<file path="src/rtl/rv32i_pkg.sv">
// Shared RV32I control definitions: opcode values, FSM states, mux encodings
// and the instruction class used by the sequencer.
package rv32i_pkg;

  localparam logic [6:0] OPC_LUI    = 7'b0110111;
  localparam logic [6:0] OPC_AUIPC  = 7'b0010111;
  localparam logic [6:0] OPC_JAL    = 7'b1101111;
  localparam logic [6:0] OPC_JALR   = 7'b1100111;
  localparam logic [6:0] OPC_BRANCH = 7'b1100011;
  localparam logic [6:0] OPC_LOAD   = 7'b0000011;
  localparam logic [6:0] OPC_STORE  = 7'b0100011;
  localparam logic [6:0] OPC_OPIMM  = 7'b0010011;
  localparam logic [6:0] OPC_OP     = 7'b0110011;
  localparam logic [6:0] OPC_FENCE  = 7'b0001111;
  localparam logic [6:0] OPC_SYSTEM = 7'b1110011;

  typedef enum logic [2:0] {
    ST_RST    = 3'd0,
    ST_FETCH  = 3'd1,
    ST_DECODE = 3'd2,
    ST_EXEC   = 3'd3,
    ST_MEM    = 3'd4,
    ST_WB     = 3'd5,
    ST_HALT   = 3'd6
  } state_t;

  localparam logic [1:0] PC_SEL_PC4 = 2'd0;
  localparam logic [1:0] PC_SEL_IMM = 2'd1;
  localparam logic [1:0] PC_SEL_ALU = 2'd2;

  localparam logic [1:0] WB_SEL_ALU = 2'd0;
  localparam logic [1:0] WB_SEL_MEM = 2'd1;
  localparam logic [1:0] WB_SEL_PC4 = 2'd2;
  localparam logic [1:0] WB_SEL_IMM = 2'd3;

  typedef enum logic [3:0] {
    CLS_LUI, CLS_AUIPC, CLS_JAL, CLS_JALR, CLS_BRANCH, CLS_LOAD,
    CLS_STORE, CLS_OPIMM, CLS_OP, CLS_FENCE, CLS_SYSTEM, CLS_ILLEGAL
  } cls_t;

  function automatic cls_t classify(input logic [6:0] opc);
    case (opc)
      OPC_LUI:    return CLS_LUI;
      OPC_AUIPC:  return CLS_AUIPC;
      OPC_JAL:    return CLS_JAL;
      OPC_JALR:   return CLS_JALR;
      OPC_BRANCH: return CLS_BRANCH;
      OPC_LOAD:   return CLS_LOAD;
      OPC_STORE:  return CLS_STORE;
      OPC_OPIMM:  return CLS_OPIMM;
      OPC_OP:     return CLS_OP;
      OPC_FENCE:  return CLS_FENCE;
      OPC_SYSTEM: return CLS_SYSTEM;
      default:    return CLS_ILLEGAL;
    endcase
  endfunction

endpackage

</file>
<file path="src/rtl/rv32i_ctrl_fsm_if.sv">
// Instruction/data memory request-acknowledge handshake between the
// sequencer (master) and the memory side (slave).
interface rv32i_ctrl_fsm_if;
  logic imem_req;
  logic imem_ack;
  logic dmem_req;
  logic dmem_we;
  logic dmem_ack;

  modport master (output imem_req, dmem_req, dmem_we, input imem_ack, dmem_ack);
  modport slave  (input imem_req, dmem_req, dmem_we, output imem_ack, dmem_ack);
endinterface

</file>
<file path="src/rtl/rv32i_ctrl_waitcnt.sv">
// Acknowledge-wait timeout counter: counts enabled cycles, flags expiry on
// the cycle that would make the count reach LAT_MAX.
module rv32i_ctrl_waitcnt #(
  parameter int LAT_MAX = 15
) (
  input  logic clk,
  input  logic rst_n,
  input  logic clr,
  input  logic en,
  output logic expired
);

  localparam int W = $clog2(LAT_MAX + 1);

  logic [W-1:0] cnt_q, cnt_d;

  always_comb begin
    cnt_d = cnt_q;
    if (clr)
      cnt_d = '0;
    else if (en && (cnt_q != W'(LAT_MAX)))
      cnt_d = cnt_q + 1'b1;
  end

  always_ff @(posedge clk or negedge rst_n) begin
    if (!rst_n)
      cnt_q <= '0;
    else
      cnt_q <= cnt_d;
  end

  assign expired = en && (cnt_q == W'(LAT_MAX - 1));

endmodule

</file>
<file path="src/rtl/rv32i_ctrl_fsm.sv">
// Multi-cycle RV32I control sequencer: fetch/decode/exec/mem/wb stepping,
// datapath enables and selects, retire counter, halt on SYSTEM/illegal.
//
// state  | meaning
// RST    | held in reset, leaves on first edge after release
// FETCH  | imem request until acknowledged, IR load
// DECODE | latch instruction class, halt on SYSTEM/illegal
// EXEC   | ALU step; branch/fence retire here
// MEM    | dmem request until acknowledged; store retires here
// WB     | register write and PC update, retire
// HALT   | terminal until reset
module rv32i_ctrl_fsm
  import rv32i_pkg::*;
#(
  parameter int IMEM_LAT_MAX = 15
) (
  input  logic                 clk,
  input  logic                 rst_n,
  rv32i_ctrl_fsm_if.master     mem,
  input  logic [6:0]           opcode,
  input  logic                 br_taken,
  output logic                 ir_en,
  output logic                 pc_en,
  output logic [1:0]           pc_sel,
  output logic                 rf_we,
  output logic [1:0]           wb_sel,
  output logic                 alu_src_imm,
  output logic                 halted,
  output logic                 bus_err,
  output logic [31:0]          instret,
  output logic [2:0]           state
);

  state_t      state_q, state_d;
  cls_t        cls_q, cls_d;
  logic        halted_q, halted_d;
  logic        bus_err_q, bus_err_d;
  logic [31:0] instret_q, instret_d;
  logic        retire;
  logic        wait_en, wait_clr, expired;

  assign wait_en  = ((state_q == ST_FETCH) && !mem.imem_ack) ||
                    ((state_q == ST_MEM)   && !mem.dmem_ack);
  assign wait_clr = (state_d != state_q);

  rv32i_ctrl_waitcnt #(.LAT_MAX(IMEM_LAT_MAX)) u_waitcnt (
    .clk     (clk),
    .rst_n   (rst_n),
    .clr     (wait_clr),
    .en      (wait_en),
    .expired (expired)
  );

  always_comb begin
    state_d   = state_q;
    cls_d     = cls_q;
    halted_d  = halted_q;
    bus_err_d = bus_err_q;
    retire    = 1'b0;
    case (state_q)
      ST_RST: state_d = ST_FETCH;
      ST_FETCH: begin
        if (mem.imem_ack) begin
          state_d = ST_DECODE;
        end else if (expired) begin
          state_d   = ST_HALT;
          halted_d  = 1'b1;
          bus_err_d = 1'b1;
        end
      end
      ST_DECODE: begin
        cls_d = classify(opcode);
        if ((cls_d == CLS_SYSTEM) || (cls_d == CLS_ILLEGAL)) begin
          state_d  = ST_HALT;
          halted_d = 1'b1;
        end else begin
          state_d = ST_EXEC;
        end
      end
      ST_EXEC: begin
        case (cls_q)
          CLS_BRANCH, CLS_FENCE: begin
            state_d = ST_FETCH;
            retire  = 1'b1;
          end
          CLS_LOAD, CLS_STORE: state_d = ST_MEM;
          default:             state_d = ST_WB;
        endcase
      end
      ST_MEM: begin
        if (mem.dmem_ack) begin
          if (cls_q == CLS_STORE) begin
            state_d = ST_FETCH;
            retire  = 1'b1;
          end else begin
            state_d = ST_WB;
          end
        end else if (expired) begin
          state_d   = ST_HALT;
          halted_d  = 1'b1;
          bus_err_d = 1'b1;
        end
      end
      ST_WB: begin
        state_d = ST_FETCH;
        retire  = 1'b1;
      end
      ST_HALT: state_d = ST_HALT;
      default: state_d = ST_RST;
    endcase
    instret_d = instret_q + {31'd0, retire};
  end

  always_ff @(posedge clk or negedge rst_n) begin
    if (!rst_n) begin
      state_q   <= ST_RST;
      cls_q     <= CLS_ILLEGAL;
      halted_q  <= 1'b0;
      bus_err_q <= 1'b0;
      instret_q <= 32'd0;
    end else begin
      state_q   <= state_d;
      cls_q     <= cls_d;
      halted_q  <= halted_d;
      bus_err_q <= bus_err_d;
      instret_q <= instret_d;
    end
  end

  // Moore decode of state/class; only ir_en and the store pc_en see the acks.
  always_comb begin
    mem.imem_req = 1'b0;
    mem.dmem_req = 1'b0;
    mem.dmem_we  = 1'b0;
    ir_en        = 1'b0;
    pc_en        = 1'b0;
    pc_sel       = PC_SEL_PC4;
    rf_we        = 1'b0;
    wb_sel       = WB_SEL_ALU;
    alu_src_imm  = 1'b0;
    case (state_q)
      ST_FETCH: begin
        mem.imem_req = 1'b1;
        ir_en        = mem.imem_ack;
      end
      ST_EXEC: begin
        alu_src_imm = (cls_q != CLS_OP) && (cls_q != CLS_BRANCH);
        if (cls_q == CLS_BRANCH) begin
          pc_en  = 1'b1;
          pc_sel = br_taken ? PC_SEL_IMM : PC_SEL_PC4;
        end else if (cls_q == CLS_FENCE) begin
          pc_en = 1'b1;
        end
      end
      ST_MEM: begin
        alu_src_imm  = 1'b1;
        mem.dmem_req = 1'b1;
        mem.dmem_we  = (cls_q == CLS_STORE);
        pc_en        = mem.dmem_ack && (cls_q == CLS_STORE);
      end
      ST_WB: begin
        alu_src_imm = (cls_q != CLS_OP);
        rf_we       = 1'b1;
        pc_en       = 1'b1;
        case (cls_q)
          CLS_LOAD:          wb_sel = WB_SEL_MEM;
          CLS_JAL, CLS_JALR: wb_sel = WB_SEL_PC4;
          CLS_LUI:           wb_sel = WB_SEL_IMM;
          default:           wb_sel = WB_SEL_ALU;
        endcase
        case (cls_q)
          CLS_JAL:  pc_sel = PC_SEL_IMM;
          CLS_JALR: pc_sel = PC_SEL_ALU;
          default:  pc_sel = PC_SEL_PC4;
        endcase
      end
      default: ;
    endcase
  end

  assign halted  = halted_q;
  assign bus_err = bus_err_q;
  assign instret = instret_q;
  assign state   = state_q;

endmodule

</file>
<file path="src/flat_wrapper.sv">
// flat-port wrapper written by rule: the top's interface ports become plain ports
module rv32i_ctrl_fsm_flat import rv32i_pkg::*;
#(
  parameter int IMEM_LAT_MAX = 15
)
  (clk, rst_n, opcode, br_taken, ir_en, pc_en, pc_sel, rf_we, wb_sel, alu_src_imm, halted, bus_err, instret, state, mem_imem_req, mem_dmem_req, mem_dmem_we, mem_imem_ack, mem_dmem_ack);
  rv32i_ctrl_fsm_if mem_i ();
  input  logic clk;
  input  logic rst_n;
  input  logic [6:0] opcode;
  input  logic br_taken;
  output logic ir_en;
  output logic pc_en;
  output logic [1:0] pc_sel;
  output logic rf_we;
  output logic [1:0] wb_sel;
  output logic alu_src_imm;
  output logic halted;
  output logic bus_err;
  output logic [31:0] instret;
  output logic [2:0] state;
  output wire logic [$bits(mem_i.imem_req)-1:0] mem_imem_req;
  output wire logic [$bits(mem_i.dmem_req)-1:0] mem_dmem_req;
  output wire logic [$bits(mem_i.dmem_we)-1:0] mem_dmem_we;
  input wire logic [$bits(mem_i.imem_ack)-1:0] mem_imem_ack;
  input wire logic [$bits(mem_i.dmem_ack)-1:0] mem_dmem_ack;
  assign mem_imem_req = mem_i.imem_req;
  assign mem_dmem_req = mem_i.dmem_req;
  assign mem_dmem_we = mem_i.dmem_we;
  assign mem_i.imem_ack = mem_imem_ack;
  assign mem_i.dmem_ack = mem_dmem_ack;
  rv32i_ctrl_fsm #(.IMEM_LAT_MAX(IMEM_LAT_MAX)) u_core (.clk(clk), .rst_n(rst_n), .mem(mem_i), .opcode(opcode), .br_taken(br_taken), .ir_en(ir_en), .pc_en(pc_en), .pc_sel(pc_sel), .rf_we(rf_we), .wb_sel(wb_sel), .alu_src_imm(alu_src_imm), .halted(halted), .bus_err(bus_err), .instret(instret), .state(state));
endmodule
</file>
<file path="config.mk">
export PLATFORM = sky130hd
export DESIGN_NAME = rv32i_ctrl_fsm_flat
export DESIGN_NICKNAME = d
export VERILOG_FILES = /design/src/rtl/rv32i_pkg.sv /design/src/rtl/rv32i_ctrl_fsm_if.sv /design/src/rtl/rv32i_ctrl_waitcnt.sv /design/src/rtl/rv32i_ctrl_fsm.sv /design/src/flat_wrapper.sv
export SDC_FILE = /design/constraint.sdc
export NUM_CORES = 1
export LEC_CHECK = 0
export ABC_AREA = 1
export CAP_MARGIN = 20
export CORE_MARGIN = 2
export CORE_UTILIZATION = 50
export DETAILED_ROUTE_END_ITERATION = 12
export PLACE_DENSITY_LB_ADDON = 0.12
export SYNTH_ARGS = -nofsm -noshare
export SYNTH_HDL_FRONTEND = slang
export SYNTH_SLANG_ARGS = --single-unit
</file>
<file path="constraint.sdc">
create_clock -name clk -period 3.13 [get_ports clk]
set_input_delay 0.4695 -clock clk [delete_from_list [all_inputs] [get_ports clk]]
set_output_delay 0.4695 -clock clk [all_outputs]
set_load 0.1 [all_outputs]
</file>
==> qor.csv, run 1 <==
stage,metric,value,unit
die,I/O pins,60,
place,hpwl dp,4350,um
worst_setup_path,Worst Path Required,3.35,ns
drt,DRC errors left,0,
die,die area,5790,sq um
run,Max Cap Violations,0,
worst_setup_path,critical-path cell with the highest stage delay,dfstp_2,
worst_setup_path,critical path type,reg2reg,
worst_hold_path,HP Start,u_core.halted,
final_layout,Area Overhead vs Synth,31.3,%
place,post-placement cell count,436,
clock_network,H-tree Lvls,2,
worst_setup_path,R2R Path End,u_core.instret[28],
logic_synthesis,syn_area_per_cell,8.47,sq um
sta,Worst Tran Pin Value,0.360,ns
grt,first-pass GRT wire length,9940,um
worst_setup_path,Top delay family on crit path,simple AND/OR/NAND/NOR gates,
grt,initial antenna violation count,0,
sta,Tcrit/Tclk final,88.3,%
logic_synthesis,"Cell Area, Synth",2600,sq um
clock_network,TritonCTS buffer count,5,
clock_network,clock tree buffer depth,2,
grt,overall routing resource usage,20.9,%
status,status,"finished, final reports clean",
sta,Slew Limit Fails,0,
worst_setup_path,"Critical Path, Cell by Cell",inv_1 > nor2_1 > a22oi_1 > o21ai_4 > ha_4 > ha_4 > nand3_4 > nor2_4 > nand2_2 > nor2_4 > nand2_2 > nor2_4 > nand2_2 > nor4_4 > xor2_1,
final_layout,diode count,0,
worst_hold_path,hold depth,2,
logic_synthesis,Post-Synthesis Cells,307,
worst_setup_path,CP arrival,2.99,ns
logic_synthesis,most used flip-flop cell after synthesis,dfrtp_1,
clock_network,post_cts resized,0,
logic_synthesis,synth warn,0,
drt,number of vias per cell,4.98,
sta,RSZ-0062 raised after global routing,no,
sta,worst rel slew slack,76.0,%
worst_hold_path,WHS Endpoint,u_core.halted,
clock_network,clock slew at reported path FFs,0.08,ns
power,Total Power,2.52,mW
clock_network,CTS tree,built,
logic_synthesis,leading area contributor after synthesis,dfrtp_1,
logic_synthesis,"EDFF count, synth",0,
place,I/O Buffers,59,
logic_synthesis,Post-Syn Nets,323,
sta,setup TNS after final layout,0,ns
worst_setup_path,Startpoint Class,register,
die,Chip Height,76.1,um
logic_synthesis,Seq cells post-synth,45,
die,Core Region,5070,sq um
worst_setup_path,crit-path max cell delay,0.57,ns
drt,highest routed layer,met4,
sta,Final Hold Fails,0,
grt,GR Overflow Total,0,
logic_synthesis,Cell variety after synth,32,
drt,routed length on met1,2500,um
die,initial core utilization,51.2,%
drt,Detail Route Antenna Nets,0,
grt,vias in the first global route,2191,
logic_synthesis,most common cell in the netlist,nand2_1,
drt,wire per inst,12.3,um
sta,maximum clock frequency,362,MHz
worst_hold_path,Worst Hold Class,reg2reg,
logic_synthesis,Synth top area share,40.4,%
clock_network,clk root buf,clkbuf_8,
final_layout,Finished Layout Cells,446,
final_layout,cell area after layout,3410,sq um
logic_synthesis,async set or reset register ratio after synthesis,100,%
drt,initial DRC count,90,
clock_network,clock sink count,45,
grt,pin count of the biggest net entering global routing,46,
place,GPL Wtd Cong,0.866,
final_layout,final net count,391,
logic_synthesis,synth top area cells,"dfrtp_1, nand2_1, xor2_1, inv_1, nor2_1",
worst_setup_path,R2R cell count,15,
drt,DR WL met2,2720,um
worst_setup_path,crit-path max FO,4,
sta,clock period minus worst slack,2.76,ns
worst_setup_path,Worst R2R Setup Slack,0.37,ns
worst_setup_path,worst reg2reg path startpoint,u_core.cls_q[0],
place,DP Area,3270,sq um
drt,Post-Route WL,5500,um
power,Pwr Density,739,nW/um^2
worst_setup_path,worst path bufs/invs,1,
clock_network,Skew-Pair Late Insertion Delay,0.29,ns
logic_synthesis,Synth top cells by count,"nand2_1, dfrtp_1, inv_1, nor2_1, xor2_1",
worst_setup_path,critical path capture point type,register,
drt,via count,2220,
die,num rows,26,
power,Peak VDD IR,0.529,mV
logic_synthesis,sequential-to-total area share from yosys stat,43.5,%
final_layout,layout cells sized above 1,29.0,%
sta,clock skew,0.00762,ns
sta,final setup violation count,0,
drt,Routed met3 length,224,um
die,die width,76.1,um
drt,first-pass detailed-route iteration total,4,
power,Leakage Power,1.66,nW
## kinds of logic (layout without fill, tap and decap cells)
kind of cell | after synthesis | in the layout | synth area share (%)
compound gates | 18 | 18 | 4.28
xor+xnor | 33 | 33 | 11.1
fa+ha+maj | 4 | 4 | 1.93
buf+inv | 40 | 109 | 5.77
flops | 45 | 45 | 43.5
simple gates | 167 | 167 | 33.4
## layout by cell type (no fill, tap or decap), types with 4 or more instances in the layout
| master | synthesis | routed |
|---|---|---|
| nand3_2 | 7 | 6 |
| nor2_2 | 4 | 5 |
| nor3_1 | 13 | 11 |
| nor2_4 | 5 | 7 |
| o21ai_0 | 8 | 7 |
| xnor2_1 | 13 | 13 |
| nand4_1 | 8 | 8 |
| buf_4 | 0 | 48 |
| nand2_2 | 6 | 7 |
| dfrtp_1 | 42 | 39 |
| clkdlybuf4s50_1 | 0 | 10 |
| clkbuf_8 | 0 | 6 |
| inv_1 | 37 | 35 |
| nand3_1 | 18 | 18 |
| xor2_1 | 20 | 20 |
| nand2_1 | 60 | 59 |
| nor2_1 | 35 | 32 |
| nor3_2 | 3 | 4 |
## cell type report
cell class	count	area [sq um]
clock buffers	7	86.3
clock inverters	1	30.0
fillers	436	1660
inverters	40	156
multi-input cells	222	1420
flip-flops and latches	45	1140
well taps	70	87.6
repair buffers	61	495
## state kept, by name, summed over array words and instances (netlist names)
| signal | cells |
|---|---|
| u_core.cls_q | 4 |
| u_core.halted | 1 |
| u_core.bus_err | 1 |
| u_core.instret | 32 |
| u_core.state | 3 |
| u_core.u_waitcnt.cnt_q | 4 |
## worst max path at each step
stage                          from                 end  slack (ns)  cells past startpoint
floorplan           u_core.state[2]  u_core.instret[28]       -1.17                     17
global placement    u_core.cls_q[0]  u_core.instret[28]        0.50                     15
detailed placement  u_core.cls_q[0]  u_core.instret[28]        0.38                     15
CTS                 u_core.cls_q[0]  u_core.instret[28]        0.35                     15
global route        u_core.cls_q[0]  u_core.instret[28]        0.15                     15
finish              u_core.cls_q[0]  u_core.instret[28]        0.37                     15
## per-layer routing
metal / vias up / track usage [%]
li1: 1129 / -
met1: 1038 / 27.1
met2: 46 / 35.8
met3: 7 / 4.15
met4: 0 / 5.64
met5: - / 0
## worst min-delay path: stages (launching register included)
cell and delay, ns:
dfrtp_1 0.35, inv_1 0.04, nand2_1 0.05
## per-stage QoR
step	setup slack [ns]	util [%]	hold WS, ns
finish	0.366	67.3	0.478
global route	0.152	67.3	0.505
CTS	0.352	66.7	0.358
detailed placement	0.379	64.4	0.469
global placement	0.504	64.4	0.463
floorplan	-1.17	-	0.174
## report_power, final
group / internal [mW] / total (mW) / switching [mW]
Sequential: 0.680 / 0.794 / 0.114
Clock: 0.260 / 0.454 / 0.194
Combinational: 0.289 / 1.28 / 0.987
## what timing repair did
item / in CTS / in global routing
hold endpoints to repair: 0 / 4
buffers inserted: 0 / 0
hold buffers: 0 / 1
Power figures use the tool's default switching activity.
==> inputs of run 2 (changes only) <==
CORE_MARGIN = unset   (was 2)
CORE_UTILIZATION = 41   (was 50)
==> run 2 against run 1 <==
Compared with the run above: sequential share of layout area is 0.38 points higher; flip-flop and latch count unchanged; clock-buffer cell count stayed put; largest cell class unchanged.
==> qor.csv, run 2 (synthesis gave the netlist of run 1 again) <==
stage,metric,value,unit
grt,pin count of the biggest net entering global routing,36,
clock_network,clk root buf,clkbuf_8,
sta,final setup violation count,0,
clock_network,clock sink count,45,
worst_setup_path,worst setup path endpoint,u_core.instret[28],
sta,clock period minus worst slack,2.76,ns
worst_setup_path,Worst R2R Setup Slack,0.37,ns
place,hpwl dp,4480,um
drt,initial DRC count,57,
clock_network,Skew-Pair Late Insertion Delay,0.29,ns
power,Pwr Density,725,nW/um^2
die,Chip Height,81.6,um
sta,worst rel slew slack,47.4,%
worst_setup_path,Startpoint Class,register,
drt,via count,2219,
final_layout,diode count,0,
power,Leakage Power,1.64,nW
run,Max Cap Violations,0,
clock_network,post_cts resized,0,
grt,overall routing resource usage,18.3,%
sta,Tcrit/Tclk final,88.3,%
power,Peak VDD IR,0.859,mV
die,die width,81.6,um
final_layout,Area Overhead vs Synth,29.8,%
die,initial core utilization,43.1,%
place,post-placement cell count,442,
drt,Detail Route Antenna Nets,0,
power,Total Power,2.45,mW
sta,Slew Limit Fails,0,
sta,maximum clock frequency,362,MHz
clock_network,TritonCTS buffer count,5,
die,Core Region,6030,sq um
drt,number of vias per cell,4.93,
sta,Worst Tran Pin Value,0.789,ns
status,status,"finished, final reports clean",
die,num rows,28,
clock_network,clock slew at reported path FFs,0.08,ns
drt,DRC errors left,0,
clock_network,post-CTS setup buffer count,0,
sta,Final Hold Fails,0,
worst_setup_path,R2R cell count,15,
clock_network,clock tree buffer depth,2,
drt,first-pass detailed-route iteration total,4,
drt,wire per inst,12.7,um
grt,first-pass GRT wire length,9230,um
final_layout,fin util,56.0,%
grt,GR Overflow Total,0,
worst_setup_path,critical path type,reg2reg,
place,GPL Wtd Cong,0.876,
worst_setup_path,crit-path max FO,4,
die,die area,6660,sq um
final_layout,"commonest non-fill, non-tap cells in the layout","nand2_1, buf_4, dfrtp_1, inv_1, nor2_1",
grt,initial antenna violation count,0,
sta,RSZ-0062 raised after global routing,no,
final_layout,"most common cell after layout, fill and taps aside",nand2_1,
worst_setup_path,CP arrival,2.98,ns
worst_setup_path,Setup crit start,u_core.cls_q[0],
final_layout,final net count,390,
final_layout,layout cells sized above 1,29.1,%
drt,Post-Route WL,5700,um
clock_network,CTS tree,built,
final_layout,Finished Layout Cells,450,
final_layout,cell area after layout,3380,sq um
clock_network,H-tree Lvls,2,
worst_setup_path,critical path capture point type,register,
place,DP Area,3280,sq um
clock_network,CTS Hold Bufs,0,
worst_hold_path,Worst Hold Class,in2async,
grt,vias in the first global route,2038,
final_layout,Largest register FFs,32,
worst_setup_path,R2R Path End,u_core.instret[28],
worst_setup_path,Worst Path Required,3.35,ns
sta,Hold WS,0.258,ns
die,I/O pins,60,
worst_setup_path,worst reg2reg path startpoint,u_core.cls_q[0],
place,I/O Buffers,59,
sta,clock skew,0.00895,ns
==> run 2: cell count changes in the layout (fill, tap and decap cells not counted), sizes merged <==
cell / previous run / this run
bufinv: 1 / 0
clkinvlp: 1 / 2
dlygate4sd3: 1 / 0
==> run 2: cell type report <==
class | instances | area, sq um
clock buffers | 7 | 86.3
clock inverters | 1 | 7.51
well taps | 75 | 93.8
multi-input cells | 222 | 1420
flip-flops and latches | 45 | 1140
inverters | 40 | 156
fillers | 575 | 2650
repair buffers | 60 | 473
==> run 2: through the flow <==
stage | TNS (ns) | setup slack (ns)
6_report | 0 | 0.366
3_5_place_dp | 0 | 0.435
4_1_cts | 0 | 0.354
5_1_grt | 0 | 0.162
3_3_place_gp | 0 | 0.507
2_1_floorplan | -24.48 | -1.17
==> run 2: critical path, stage by stage, from the launching register on <==
cell     delay, ns
dfstp_2       0.57
inv_1         0.11
nor2_1        0.24
a22oi_1       0.18
o21ai_4       0.18
ha_4          0.17
ha_4          0.14
nand3_4       0.09
nor2_4        0.15
nand2_2       0.09
nor2_4        0.15
nand2_2       0.10
nor2_4        0.12
nand2_2       0.09
nor4_4        0.15
xor2_1        0.16
==> run 2: worst min-delay path by stage <==
stage | from | to | depth (start not counted)
after global placement | u_core.halted | u_core.halted | 2
final | rst_n | u_core.instret[5] | 1
after detailed placement | u_core.bus_err | u_core.bus_err | 1
after global routing | rst_n | u_core.instret[26] | 1
after floorplan | rst_n | u_core.bus_err | 0
after CTS | rst_n | u_core.instret[26] | 1
==> run 2: power breakdown <==
| part | internal [mW] | switching (mW) |
|---|---|---|
| combinational | 0.286 | 0.995 |
| clock | 0.180 | 0.195 |
| sequential | 0.679 | 0.112 |
| total | 1.14 | 1.30 |
==> run 2: routing by layer <==
| metal | track usage, % | up-vias | share of wire [%] |
|---|---|---|---|
| met3 | 3.78 | 4 | 4.0 |
| met2 | 29.7 | 54 | 48 |
| li1 | - | 1128 | - |
| met5 | 0 | - | 0 |
| met4 | 6.14 | 0 | 0.60 |
| met1 | 24.2 | 1033 | 47 |
